--- config.mk ---
export PLATFORM = sky130hd
export DESIGN_NAME = wur_seq_ctrl_flat
export DESIGN_NICKNAME = d
export VERILOG_FILES = /design/src/rtl/wur_pkg.sv /design/src/rtl/wur_seq_ctrl_if.sv /design/src/rtl/wur_edge_sync.sv /design/src/rtl/wur_seq_ctrl.sv /design/src/flat_wrapper.sv
export SDC_FILE = /design/constraint.sdc
export NUM_CORES = 1
export LEC_CHECK = 0
export ABC_CLOCK_PERIOD_IN_PS = 3100
export CORE_ASPECT_RATIO = 0.7
export CORE_MARGIN = 1
export CORE_UTILIZATION = 63
export CTS_CLUSTER_SIZE = 40
export DETAILED_ROUTE_END_ITERATION = 12
export HOLD_SLACK_MARGIN = 0.1
export PLACE_DENSITY = 0.86
export SETUP_SLACK_MARGIN = 0.15
export SYNTH_ARGS = -nofsm -noshare
export SYNTH_HDL_FRONTEND = slang
export SYNTH_SLANG_ARGS = --single-unit
--- constraint.sdc ---
create_clock -name clki -period 3.1 [get_ports clki]
set_input_delay 0.775 -clock clki [delete_from_list [all_inputs] [get_ports clki]]
set_output_delay 0.775 -clock clki [all_outputs]
set_load 0.01 [all_outputs]
--- src/rtl/wur_pkg.sv ---
// Shared state encoding and default timing for the wake-up receiver sequencer.
// Defaults target a 100 MHz clock, 1 Mb/s frames of 1000 bits with a 432-bit preamble.
package wur_pkg;

    typedef enum logic [1:0] {
        ST_IDLE  = 2'd0,
        ST_ARMED = 2'd1,
        ST_DATA  = 2'd2,
        ST_DONE  = 2'd3
    } wur_state_t;

    localparam int DEF_CLK_DIV       = 100;
    localparam int DEF_SYNC_TIMEOUT  = 20000;
    localparam int DEF_NUM_BITS      = 1000;
    localparam int DEF_PREAMBLE_BITS = 432;
    localparam int DEF_CNT_W         = 20;

endpackage

--- src/rtl/wur_seq_ctrl_if.sv ---
// Pin-side inputs and bit-timing/status outputs of the sequencer, bundled as one port.
// The master side drives the raw pins and enable; the slave side is the controller.
interface wur_seq_ctrl_if #(
    parameter int CNT_W = wur_pkg::DEF_CNT_W
);
    logic             enable;
    logic             wake_up;
    logic             comp_out;
    logic [1:0]       state;
    logic             data_clk_enb;
    logic             data_clk;
    logic             bit_tick;
    logic [CNT_W-1:0] bit_idx;
    logic             in_payload;
    logic             frame_done;
    logic             timeout_err;
    logic             aborted;

    modport master (
        output enable, wake_up, comp_out,
        input  state, data_clk_enb, data_clk, bit_tick, bit_idx,
        input  in_payload, frame_done, timeout_err, aborted
    );

    modport slave (
        input  enable, wake_up, comp_out,
        output state, data_clk_enb, data_clk, bit_tick, bit_idx,
        output in_payload, frame_done, timeout_err, aborted
    );
endinterface

--- src/rtl/wur_edge_sync.sv ---
// Three-flop synchronizer with rising-edge detect for an asynchronous pin.
// A pin rising before edge k is flagged combinationally in the cycle after edge k+1.
module wur_edge_sync (
    input  logic clki,
    input  logic rst_n,
    input  logic i_pin,
    output logic o_rise
);

    logic [2:0] r_sr;

    always_ff @(posedge clki or negedge rst_n) begin
        if (!rst_n) begin
            r_sr <= 3'b000;
        end else begin
            r_sr <= {r_sr[1:0], i_pin};
        end
    end

    assign o_rise = (r_sr[2:1] == 2'b01);

endmodule

--- src/rtl/wur_seq_ctrl.sv ---
// Frame sequencer: arm on wake-up, wait for comparator sync, run fixed bit timing.
// State changes two clocks after a pin edge; no backpressure, enable low aborts to IDLE.
module wur_seq_ctrl
    import wur_pkg::*;
#(
    parameter int CLK_DIV       = DEF_CLK_DIV,
    parameter int SYNC_TIMEOUT  = DEF_SYNC_TIMEOUT,
    parameter int NUM_BITS      = DEF_NUM_BITS,
    parameter int PREAMBLE_BITS = DEF_PREAMBLE_BITS,
    parameter int CNT_W         = DEF_CNT_W
) (
    input  logic           clki,
    input  logic           rst_n,
    wur_seq_ctrl_if.slave  bus
);

    localparam logic [CNT_W-1:0] C_ONE       = CNT_W'(1);
    localparam logic [CNT_W-1:0] C_TMO_LAST  = CNT_W'(SYNC_TIMEOUT - 1);
    localparam logic [CNT_W-1:0] C_DIV_LAST  = CNT_W'(CLK_DIV - 1);
    localparam logic [CNT_W-1:0] C_HALF      = CNT_W'(CLK_DIV / 2);
    localparam logic [CNT_W-1:0] C_HALF_M1   = CNT_W'(CLK_DIV / 2 - 1);
    localparam logic [CNT_W-1:0] C_BITS_LAST = CNT_W'(NUM_BITS - 1);
    localparam logic [CNT_W-1:0] C_PREAMBLE  = CNT_W'(PREAMBLE_BITS);

    wur_state_t       r_state, w_state_nxt;
    logic [CNT_W-1:0] r_timer, w_timer_nxt;
    logic [CNT_W-1:0] r_phase, w_phase_nxt;
    logic [CNT_W-1:0] r_bit_idx, w_bit_idx_nxt;
    logic             r_timeout, w_timeout_nxt;
    logic             r_abort, w_abort_nxt;
    logic             w_wake_rise;
    logic             w_comp_rise;
    logic             w_in_data;

    wur_edge_sync u_wake_sync (
        .clki   (clki),
        .rst_n  (rst_n),
        .i_pin  (bus.wake_up),
        .o_rise (w_wake_rise)
    );

    wur_edge_sync u_comp_sync (
        .clki   (clki),
        .rst_n  (rst_n),
        .i_pin  (bus.comp_out),
        .o_rise (w_comp_rise)
    );

    always_ff @(posedge clki or negedge rst_n) begin
        if (!rst_n) begin
            r_state   <= ST_IDLE;
            r_timer   <= '0;
            r_phase   <= '0;
            r_bit_idx <= '0;
            r_timeout <= 1'b0;
            r_abort   <= 1'b0;
        end else begin
            r_state   <= w_state_nxt;
            r_timer   <= w_timer_nxt;
            r_phase   <= w_phase_nxt;
            r_bit_idx <= w_bit_idx_nxt;
            r_timeout <= w_timeout_nxt;
            r_abort   <= w_abort_nxt;
        end
    end

    always_comb begin
        w_state_nxt   = r_state;
        w_timer_nxt   = r_timer;
        w_phase_nxt   = r_phase;
        w_bit_idx_nxt = r_bit_idx;
        w_timeout_nxt = 1'b0;
        w_abort_nxt   = 1'b0;
        case (r_state)
            ST_IDLE: begin
                if (bus.enable && w_wake_rise) begin
                    w_state_nxt = ST_ARMED;
                    w_timer_nxt = '0;
                end
            end
            ST_ARMED: begin
                // Sync is tested before expiry so a same-cycle edge still starts the frame.
                if (!bus.enable) begin
                    w_state_nxt = ST_IDLE;
                    w_abort_nxt = 1'b1;
                    w_timer_nxt = '0;
                end else if (w_comp_rise) begin
                    w_state_nxt   = ST_DATA;
                    w_timer_nxt   = '0;
                    w_phase_nxt   = '0;
                    w_bit_idx_nxt = '0;
                end else if (r_timer == C_TMO_LAST) begin
                    w_state_nxt   = ST_IDLE;
                    w_timeout_nxt = 1'b1;
                    w_timer_nxt   = '0;
                end else begin
                    w_timer_nxt = r_timer + C_ONE;
                end
            end
            ST_DATA: begin
                if (!bus.enable) begin
                    w_state_nxt   = ST_IDLE;
                    w_abort_nxt   = 1'b1;
                    w_phase_nxt   = '0;
                    w_bit_idx_nxt = '0;
                end else if (r_phase == C_DIV_LAST) begin
                    w_phase_nxt = '0;
                    if (r_bit_idx == C_BITS_LAST) begin
                        w_state_nxt   = ST_DONE;
                        w_bit_idx_nxt = '0;
                    end else begin
                        w_bit_idx_nxt = r_bit_idx + C_ONE;
                    end
                end else begin
                    w_phase_nxt = r_phase + C_ONE;
                end
            end
            ST_DONE: begin
                w_state_nxt = ST_IDLE;
            end
            default: begin
                w_state_nxt = ST_IDLE;
            end
        endcase
    end

    assign w_in_data = (r_state == ST_DATA);

    assign bus.state        = r_state;
    assign bus.data_clk_enb = w_in_data;
    assign bus.data_clk     = w_in_data && (r_phase >= C_HALF);
    assign bus.bit_tick     = w_in_data && (r_phase == C_HALF_M1);
    assign bus.bit_idx      = r_bit_idx;
    assign bus.in_payload   = w_in_data && (r_bit_idx >= C_PREAMBLE);
    assign bus.frame_done   = (r_state == ST_DONE);
    assign bus.timeout_err  = r_timeout;
    assign bus.aborted      = r_abort;

endmodule
--- src/flat_wrapper.sv ---
// flat-port wrapper written by rule: the top's interface ports become plain ports
module wur_seq_ctrl_flat import wur_pkg::*;
#(
    parameter int CLK_DIV       = DEF_CLK_DIV,
    parameter int SYNC_TIMEOUT  = DEF_SYNC_TIMEOUT,
    parameter int NUM_BITS      = DEF_NUM_BITS,
    parameter int PREAMBLE_BITS = DEF_PREAMBLE_BITS,
    parameter int CNT_W         = DEF_CNT_W
)
  (clki, rst_n, bus_enable, bus_wake_up, bus_comp_out, bus_state, bus_data_clk_enb, bus_data_clk, bus_bit_tick, bus_bit_idx, bus_in_payload, bus_frame_done, bus_timeout_err, bus_aborted);
  wur_seq_ctrl_if #(.CNT_W(CNT_W)) bus_i ();
  input  logic clki;
  input  logic rst_n;
  input wire logic [$bits(bus_i.enable)-1:0] bus_enable;
  input wire logic [$bits(bus_i.wake_up)-1:0] bus_wake_up;
  input wire logic [$bits(bus_i.comp_out)-1:0] bus_comp_out;
  output wire logic [$bits(bus_i.state)-1:0] bus_state;
  output wire logic [$bits(bus_i.data_clk_enb)-1:0] bus_data_clk_enb;
  output wire logic [$bits(bus_i.data_clk)-1:0] bus_data_clk;
  output wire logic [$bits(bus_i.bit_tick)-1:0] bus_bit_tick;
  output wire logic [$bits(bus_i.bit_idx)-1:0] bus_bit_idx;
  output wire logic [$bits(bus_i.in_payload)-1:0] bus_in_payload;
  output wire logic [$bits(bus_i.frame_done)-1:0] bus_frame_done;
  output wire logic [$bits(bus_i.timeout_err)-1:0] bus_timeout_err;
  output wire logic [$bits(bus_i.aborted)-1:0] bus_aborted;
  assign bus_i.enable = bus_enable;
  assign bus_i.wake_up = bus_wake_up;
  assign bus_i.comp_out = bus_comp_out;
  assign bus_state = bus_i.state;
  assign bus_data_clk_enb = bus_i.data_clk_enb;
  assign bus_data_clk = bus_i.data_clk;
  assign bus_bit_tick = bus_i.bit_tick;
  assign bus_bit_idx = bus_i.bit_idx;
  assign bus_in_payload = bus_i.in_payload;
  assign bus_frame_done = bus_i.frame_done;
  assign bus_timeout_err = bus_i.timeout_err;
  assign bus_aborted = bus_i.aborted;
  wur_seq_ctrl #(.CLK_DIV(CLK_DIV), .SYNC_TIMEOUT(SYNC_TIMEOUT), .NUM_BITS(NUM_BITS), .PREAMBLE_BITS(PREAMBLE_BITS), .CNT_W(CNT_W)) u_core (.clki(clki), .rst_n(rst_n), .bus(bus_i));
endmodule
# Word-level counts from Yosys, hierarchy flattened

Cells that the tools add are included.

Flip-flop bits (word level): 70
Input port bits: 5
Output and inout port bits: 29
Logic and storage cells: 68

Add/subtract/negate cells: 3
$lt $le $gt $ge: 2
Equality and inequality tests: 15
Multiplexer cells: 28
Reduce and logical (&&, ||, !) cells: 12

Operator list:

| operator                                                                             | number |
|---|---|
| 20-bit two-way mux                                                                   | 11 |
| 20-bit case mux with 2 select lines                                                  | 3 |
| 20-bit by 1-bit adder with 20-bit output, second input constant                      | 3 |
| 20-bit by 10-bit equality test with 1-bit output, second input constant              | 1 |
| 20-bit by 15-bit equality test with 1-bit output, second input constant              | 1 |
| 20-bit by 6-bit equality test with 1-bit output, second input constant               | 1 |
| 20-bit by 7-bit equality test with 1-bit output, second input constant               | 1 |
| 20-bit by 6-bit greater-or-equal comparator with 1-bit output, second input constant | 1 |
| 20-bit by 9-bit greater-or-equal comparator with 1-bit output, second input constant | 1 |
| 2-bit two-way mux                                                                    | 7 |
| 2-bit case mux with 4 select lines                                                   | 1 |
| 4-bit AND reduction                                                                  | 2 |
| 2-bit by 1-bit equality test with 1-bit output, second input constant                | 3 |
| 1-bit two-way mux                                                                    | 6 |
| 3-bit inequality test, second input constant                                         | 2 |
| 2-bit equality test, second input constant                                           | 2 |
| 1-bit logical AND                                                                    | 4 |
| 2-bit inequality test, second input constant                                         | 2 |
| 4-bit by 3-bit inequality test with 1-bit output, second input constant              | 1 |
| 2-bit nonzero test                                                                   | 2 |
| 3-bit AND reduction                                                                  | 1 |
| 2-bit logical NOT                                                                    | 1 |
| 2-bit by 1-bit inequality test with 1-bit output, second input constant              | 1 |
| 2-bit AND reduction                                                                  | 1 |
| 2-bit OR reduction                                                                   | 1 |

# Depth between registers and ports, before layout

Gate-level depths: netlist of run 1.

Depth after elaboration: 5
Gate-level depth with buffers: 8
Depth with buffers taken out: 7

# By module

Synthesis of run 1 repeated with hierarchy kept, for this count alone.

Cell total of the unflattened synthesis: 422
Area, all modules: 4007.6 um^2

By module, submodules not included:

| module        | times used | cells each | area each (um^2) |
|---|---|---|---|
| wur_seq_ctrl  | 1          | 414        | 3829.9 |
| wur_edge_sync | 2          | 4          | 88.8 |

# Worst setup path after synthesis of run 1

OpenSTA, ideal clock, no wires.

Path kind: register to output
Start: reg u_core.r_phase[11]
End: out bus_bit_tick
Arrival: 1.672 ns
Required time: 2.325 ns
Slack: 0.653 ns
Stages on the path, launching flop included: 5
Buffers on the path: 0
Cell sequence: dfrtp_1 or4_4 nor4_4 nand2b_1 nor3_1

Cells in the longest elaborated chain, start to end: 2

RTL lines:

| item                                            | line                | source |
|---|---|---|
| from (decl)                                     | wur_seq_ctrl.sv:27  | `logic [CNT_W-1:0] r_phase, w_phase_nxt;` |
| from (signal assigned)                          | wur_seq_ctrl.sv:60  | `r_phase <= w_phase_nxt;` |
| 20-bit by 6-bit equality test with 1-bit output | wur_seq_ctrl.sv:132 | `assign bus.bit_tick = w_in_data && (r_phase == C_HALF_M1);` |
| 1-bit logical AND                               | wur_seq_ctrl.sv:132 |  |
| to (decl)                                       | flat_wrapper.sv:20  | `output wire logic [$bits(bus_i.bit_tick)-1:0] bus_bit_tick;` |

Every way passes these cells.

# Final worst setup path of run 1

Start: reg u_core.r_phase[17]
End: out bus_bit_tick

The elaborated chain is that of the path after synthesis.

==> out/summary.md, run 1 <==
By instance count, the leading cell after synthesis is dfrtp_1. The total vias in the final route was 3601; the total chip power was 2440 uW. The die covers 0.00668 mm^2. CTS built an H-tree with a depth of 3. Counting instances, the worst hold path has a depth of 0.

The setup path with the least slack is of type reg -> out. The tools report the total length of routed wires as 9.71 mm. Port buffering added 33 buffers. For this design, the CTS-stage hold fixing added 0 buffers. Entering global routing, the biggest net connects 48 pins. In the final timing run, aggregate negative setup slack is 0 ps. The die span in y was 68.7 um; the worst stage delay on the critical path was 550 ps. Each instance of the synthesized netlist takes up on average 9.35 um^2. For this design, the sink count on the clock tree is 70. Of all nets on the critical path, the largest fanout is 2.

Using the TritonRoute via totals, the vias-per-cell ratio works out to 6.51. For this run, the number of Yosys warnings is 0. The normalized max-slew margin is 0.471. After detailed routing, the met2 layer carries 4.39 mm of wire. The share of the yosys chip area belonging to registers is 0.438, and the ratio of cells with drive above 1 in the final layout is 0.115. The detailed router's first-iteration violation count is 198, and the number of setup violations in the final report is 0. Once detailed placement completed, the half-perimeter wirelength came to 6.54 mm.

The final cycle utilization of the critical path is 0.955. For the pin with the worst max-slew slack, the measured transition is 793 ps. IR analysis of the VDD net gives a maximum drop of 0.327 mV.

STA classifies the critical path endpoint as an output port. Initial antenna violation count: 0. The power per cell area is 520 mW/mm^2, and the iteration count of the initial detailed-routing pass is 5. In this run the static leakage power is 0.00188 uW. From synthesis to final layout, the design area changed by 17.5%.

The detailed-route wire length per cell works out to 17.6 um. The cell taking the most area after synthesis was dfrtp_1. For the area of the core, the log shows 0.00593 mm^2. The min-delay analysis places its worst path in the category reg -> reg. The run finished with clean final reports.

Net count of the mapped netlist: 444. In the final routing, the length of wire on met1 measures 4.28 mm. For the total grt overflow, the log shows 0. Count of flip-flops with a built-in enable after synthesis: 0.

The clock tree buffer depth was 2; the proportion of synthesized flip-flops having asynchronous set or reset was 1.00. The later pin in the worst-skew pair is clocked with a latency of 360 ps. The initial core utilization was 0.675; the all-layer global routing usage was 0.314. Traced cell by cell, the critical path runs through or4_4 -> nor4_4 -> nand2b_1 -> nor3_1 -> clkdlybuf4s15_2. In this run the core area contains 23 standard-cell rows. Number of endpoints with negative hold slack in the final report: 0.

Top-area cell type share of the netlist area: 0.438. The clock buffer count from CTS was 9; the area of the mapped netlist was 0.00400 mm^2. The tools report the count of unresolved DRC violations after routing as 0.

TritonCTS built the clock tree. Top-level port count: 34. The critical-path cell with the highest stage delay was or4_4.

The cell depth of the worst flop-to-flop path came out at 6. The cell count after synthesis came out at 428. For the global-route wire length before repair, the log shows 16.4 mm. The synthesized netlist contains 60 unique library cells.

The detail route stage leaves a number of antenna-violating nets equal to 0. The horizontal extent of the die came out at 97.3 um. Setup repair after global routing could not meet its margin everywhere. For this run, the top clock speed supported by timing is 0.338 GHz. In this run the clock root is driven by a clkbuf_8. Wire segments on met3 add up to 865 um in the final route.

The smallest clock period supported by the final layout is computed as 2960 ps. The run gives 0.794 as the utilization after layout. The uppermost layer routed was met4. Clock-pin slew was measured on the worst setup and hold paths at 70 ps. Routability-driven placement finished with a final weighted congestion of 0.909. The tools report the number of global-route vias before repair as 3341. Yosys attributes the largest share of cell area to dfrtp_1 (44%), nor2_1 (4.2%), xnor2_1 (4.2%), ha_1 (3.4%), nand2_1 (3.2%). The number of inserted diodes was 0; the setup clock skew after layout was 12.3 ps. The fill cell instance count of the final layout is 398. The number of maximum-capacitance violations was 0. Synthesized flop and latch total: 70.

The net count of the finished layout is 489. Arrival time of data at the critical path endpoint: 2190 ps. The tools report the endpoint required time on the critical path as 2320 ps. Sorting the synthesized cells by how often they occur yields dfrtp_1 (70), nor2_1 (45), nand2_1 (34), nand3_1 (23), inv_1 (20). The element type at the critical path start is a flip-flop. The prevailing post-synth register cell is dfrtp_1. The final-report max-slew violation count was 0.
## final cells by class
| type | instances | area, um^2 | share of cell area |
|---|---|---|---|
| Multi-Input combinational cell | 324 | 2110 | 0.449 |
| Sequential cell | 70 | 1750 | 0.373 |
| Timing Repair Buffer | 48 | 447 | 0.0949 |
| Clock buffer | 11 | 141 | 0.0300 |
| Tap cell | 75 | 93.8 | 0.0199 |
| Clock inverter | 5 | 81.3 | 0.0173 |
| Inverter | 20 | 75.1 | 0.0160 |
## final timing paths
path                                            startpoint                         end  slack, ps
worst max-delay path                    u_core.r_phase[17]                bus_bit_tick        140
worst min-delay path            u_core.u_comp_sync.r_sr[0]  u_core.u_comp_sync.r_sr[1]        350
worst max register to register          u_core.r_phase[17]      u_core.bus.bit_idx[11]        380
worst min register to register  u_core.u_comp_sync.r_sr[0]  u_core.u_comp_sync.r_sr[1]        350
max in group asynchronous                            rst_n  u_core.u_comp_sync.r_sr[2]       2060
min in group asynchronous                            rst_n       u_core.bus.bit_idx[8]        400
## placed cells by master, fill, tap and decap left out, types with 5 or more instances in the layout
| master | Yosys | final |
|---|---|---|
| ha_1 | 11 | 10 |
| inv_1 | 20 | 20 |
| o2bb2ai_1 | 6 | 6 |
| o211ai_1 | 6 | 6 |
| xor2_1 | 5 | 5 |
| nor4_1 | 10 | 10 |
| nor3_1 | 16 | 16 |
| nand2b_1 | 6 | 6 |
| nand3_1 | 23 | 23 |
| and3_1 | 7 | 7 |
| and4_1 | 7 | 7 |
| a21oi_1 | 10 | 10 |
| a211oi_1 | 5 | 5 |
| nand2_1 | 34 | 34 |
| a211oi_2 | 6 | 6 |
| clkbuf_8 | 0 | 10 |
| mux2i_1 | 8 | 8 |
| buf_4 | 3 | 14 |
| nor2_1 | 45 | 45 |
| dfrtp_1 | 70 | 69 |
| clkdlybuf4s50_1 | 0 | 30 |
| nor2b_1 | 5 | 5 |
| xnor2_1 | 19 | 19 |
| nand4_1 | 15 | 15 |
| o22ai_1 | 5 | 5 |
| o21ai_0 | 17 | 17 |
## registers in the layout, summed over array words and instances, names as in the netlist
name,flops
u_core.bus.timeout_err,1
u_core.r_timer,20
u_core.u_wake_sync.r_sr,3
u_core.u_comp_sync.r_sr,3
u_core.bus.bit_idx,20
u_core.bus.aborted,1
u_core.r_phase,20
u_core.bus.state,2
## per-stage QoR
stage          setup WS [ps]  hold slack (ps)  instance area [um^2]  cells
2_1_floorplan            653              331                  4000    428
3_3_place_gp             155              331                  4440    532
3_5_place_dp            94.0              336                  4440    532
4_1_cts                  152              353                  4710    553
5_1_grt                 39.1              361                  4710    553
6_report                 139              352                  4710    553
## power breakdown
group | switching, uW | total (uW) | internal, uW | leakage (uW)
Clock | 359 | 836 | 477 | 0.000110
Sequential | 62.1 | 1030 | 966 | 0.000957
Combinational | 364 | 581 | 217 | 0.000809
Total | 785 | 2440 | 1660 | 0.00188
## worst max-delay path: cells and delay by family (launching register included)
family	cells	cell delay (ps)
buffers and inverters	1	260
DFF	1	390
and+or+nand+nor	4	1180
## cells by family after synthesis
family | after synthesis | synth area share
buffers and inverters | 34 | 0.0369
AND/OR/NAND/NOR | 202 | 0.277
multiplexers | 8 | 0.0200
adder cells (fa/ha/maj) | 11 | 0.0344
XOR/XNOR | 24 | 0.0525
AO/OA/AOI/OAI | 79 | 0.142
flip-flops | 70 | 0.438
## repair_timing
action	CTS	global route
pin swaps	1	0
setup buffers	5	0
resized for setup	7	3
setup endpoints to repair	2	3
## routing by layer
layer | track usage | vias to the layer above
li1 | - | 1661
met1 | 0.424 | 1723
met4 | 0.0846 | 0
met2 | 0.512 | 192
met3 | 0.0837 | 25
met5 | 0 | -
No activity file was read; power rests on OpenSTA's default activity.
==> run 2, diff against run 1 <==
Settings changed: ABC_CLOCK_PERIOD_IN_PS 3100 to 2600, CORE_UTILIZATION 63 to 53, PLACE_DENSITY 0.86 to 0.77, RECOVER_POWER set to 50.
Clock period 3.1 ns to 2.6 ns, I/O delays scaled along.
==> run 2 against run 1 <==
  * The run now ends with capacitance limit, slew limit, setup timing left
  * Hold slack barely moved
  * Clock power is 29% higher
  * Critical endpoint is now bus_data_clk
  * Non-clock buffer count grew 25
  * Sequential cell count is the same
  * Setup slack got worse by 190 ps
  * Routed wire length is 2.0% lower
  * Die area up 18%
==> out/summary.md, run 2 (synthesis results as in run 1) <==
The flow ran to the end, but the final reports show violations. The checks that failed: capacitance limit, slew limit, setup timing. The combined area of the multi-input logic cells is 0.00213 mm^2 (was 0.00211 mm^2), and the number of vias per cell after detailed routing is 5.95 (was 6.51). The total chip power was 3060 uW (was 2440 uW); the post-layout worst setup margin was -46.1 ps (was 139 ps). The number of cell rows came out at 26 (was 23). The detailed router's first-iteration violation count came out at 213 (was 198). The classification of the worst-slack hold path was reg -> reg (unchanged). The count of unresolved DRC violations after routing is 0 (unchanged). Cell family contributing the most delay on the critical path: simple AND/OR/NAND/NOR gates (unchanged).

Die span in y: 74.7 um (was 68.7 um). The tools report the largest net degree at the start of global routing as 71 (was 48). The highest ir drop seen on vdd was 0.396 mV (was 0.327 mV). The horizontal extent of the die is 106 um (was 97.3 um), and the number of setup violations in the final report is 1 (was 0). The total length of routed wires came out at 9.52 mm (was 9.71 mm).

The detailed-route wire length per cell came out at 15.8 um (was 17.6 um). The run gives 3232 (was 3341) as the number of global-route vias before repair. The run gives 0.256 (was 0.314) as the all-layer global routing usage. For the clock latency reported for the late side of the worst-skew pair, the log shows 350 ps (was 360 ps). Leading cell type in the layout, fill and taps excluded: dfrtp_1 (unchanged).

Setup clock skew after layout: 8.88 ps (was 12.3 ps). The sequential cell area was 0.00175 mm^2 (about the same). The tools report the critical path capture point type as an output port (unchanged). The normalized max-slew margin is -0.120 (was 0.471). TritonCTS built the clock tree.

The critical-path cell with the highest stage delay is or4_4 (unchanged). The post-detailed-placement half-perimeter wirelength is 6.65 mm (was 6.54 mm). For the top-level port count, the log shows 34 (unchanged). Based on the critical path, the design can be clocked at up to 0.378 GHz. The run gives 0.00467 mm^2 (was 0.00444 mm^2) as the instance area at placement. The final net count was 514 (was 489); the final cell area excluding filler cells was 0.00495 mm^2 (was 0.00471 mm^2).

Final cycle utilization of the critical path: 1.02. For the number of maximum-capacitance violations, the log shows 1 (was 0). The cell depth of the worst flop-to-flop path was 6 (unchanged); the fill cell instance count of the final layout was 572 (was 398).

For the finished layout, the period the worst path requires is 2650 ps. Clock transition at the registers of the reported paths: 80 ps (was 70 ps). Clock tree root buffer cell: clkbuf_8 (unchanged).

CP cell instances: or4_4 -> nor4_4 -> nand2b_1 -> o21a_1 -> buf_2 (was or4_4 -> nor4_4 -> nand2b_1 -> nor3_1 -> clkdlybuf4s15_2). The buffer and inverter count on the worst path works out to 1 (unchanged). The initial core utilization is 0.547 (was 0.675), and the count of cell instances traversed by the critical path is 5 (unchanged). The iteration count of the initial detailed-routing pass is 5 (unchanged), and the transition time at the pin with the least slew margin is 1680 ps (was 793 ps).

The remaining number of nets flagged by the antenna check after routing came out at 0 (unchanged). The number of input and output port buffers inserted was 33 (unchanged); the clock tree buffer depth was 2 (unchanged). The tools report the arrival time of data at the critical path endpoint as 2000 ps (was 2190 ps). Cell depth of the worst hold path: 0 (unchanged).

The number of endpoints with negative hold slack in the final report was 0 (unchanged); the full die area was 0.00791 mm^2 (was 0.00668 mm^2). The area growth from synthesis to layout came out at 23.6% (was 17.5%). The critical path start-end classification was reg -> out (unchanged). Total vias in the final route: 3577 (was 3601). The logs give 0 (unchanged) for the initial antenna violation count and 15.7 mm (was 16.4 mm) for the global-route wire length before repair.

Final RePlAce weighted congestion: 0.857 (was 0.909). Highest-count cells in the layout ignoring fill and taps: dfrtp_1 (70), nor2_1 (45), buf_4 (37) (was dfrtp_1 (69), nor2_1 (45), nand2_1 (34)). The endpoint required time on the critical path was 1950 ps (was 2320 ps); the maximum fanout count along the critical path was 2 (unchanged). The total grt overflow is 0 (unchanged).

Setup repair after global routing could not meet its margin everywhere. The worst stage delay on the critical path is 540 ps (was 550 ps), and the clock buffer count from CTS is 9 (unchanged). The power per cell area is 619 mW/mm^2 (was 520 mW/mm^2). The tools report the final-layout worst hold slack as 352 ps (about the same). Area of the core: 0.00732 mm^2 (was 0.00593 mm^2). The element type at the critical path start is a flip-flop (unchanged). The final-report max-slew violation count was 71 (was 0); the CTS H-tree depth was 3 (unchanged). The number of inserted diodes is 0 (unchanged). The number of sinks on the clock net is 70 (unchanged). The ratio of cells with drive above 1 in the final layout was 0.163 (was 0.115); the utilization after layout was 0.676 (was 0.794). The tools report the leakage component of the power as 0.00203 uW (was 0.00188 uW).
## run 2: changes by cell type in the layout (fill, tap and decap cells not counted), moves of 2 or more
cell,delta
buf_4,+23
clkdlybuf4s50_1,-8
dlygate4sd3_1,+7
buf_2,+2
clkinv_4,+2
## run 2: area by class of cell
cell class,count,share of cell area
Clock buffer,9,0.0250
Clock inverter,7,0.0245
Inverter,20,0.0152
Multi-Input combinational cell,324,0.431
Sequential cell,70,0.354
Tap cell,98,0.0248
Timing Repair Buffer,73,0.125
## run 2: power breakdown
part	total, uW	leakage, uW	internal [uW]	switching, uW
Sequential	1230	0.000959	1150	77.9
Combinational	746	0.000949	300	446
Clock	1080	0.000124	642	442
Total	3060	0.00203	2090	966
## run 2: path summary, 6_finish.rpt
path                                            startpoint                    endpoint  slack [ps]
max in group asynchronous                            rst_n          u_core.r_phase[18]         790
worst max-delay path                    u_core.r_phase[17]                bus_data_clk         -50
worst min-delay path            u_core.u_comp_sync.r_sr[0]  u_core.u_comp_sync.r_sr[1]         350
min in group asynchronous                            rst_n       u_core.bus.bit_idx[6]         830
worst min register to register  u_core.u_comp_sync.r_sr[0]  u_core.u_comp_sync.r_sr[1]         350
worst max register to register          u_core.r_phase[17]       u_core.bus.bit_idx[7]         180
## run 2: through the flow
step	worst slack, ps	TNS [ps]	std cells
after floorplan	278	0	428
after global placement	-134	-154	580
after detailed placement	-129	-192	580
after CTS	-54.9	-60.1	597
after global routing	-125	-228	601
final	-46.1	-46.1	601
## run 2: layer usage
metal / part of all wire / wire [um] / global-route usage / vias up
li1: - / - / - / 1702
met1: 0.48 / 4570 / 0.373 / 1734
met2: 0.44 / 4230 / 0.392 / 129
met3: 0.064 / 608 / 0.0476 / 12
met4: 0.011 / 104 / 0.0802 / 0
met5: 0 / 0 / 0 / -
## run 2: timing repair
item                                    4_1_cts  5_1_grt
resized for setup                            15        2
endpoints found under the setup margin        5       20
pin swaps                                     5        2
hold buffers                                  0        0
setup buffers                                 1        4
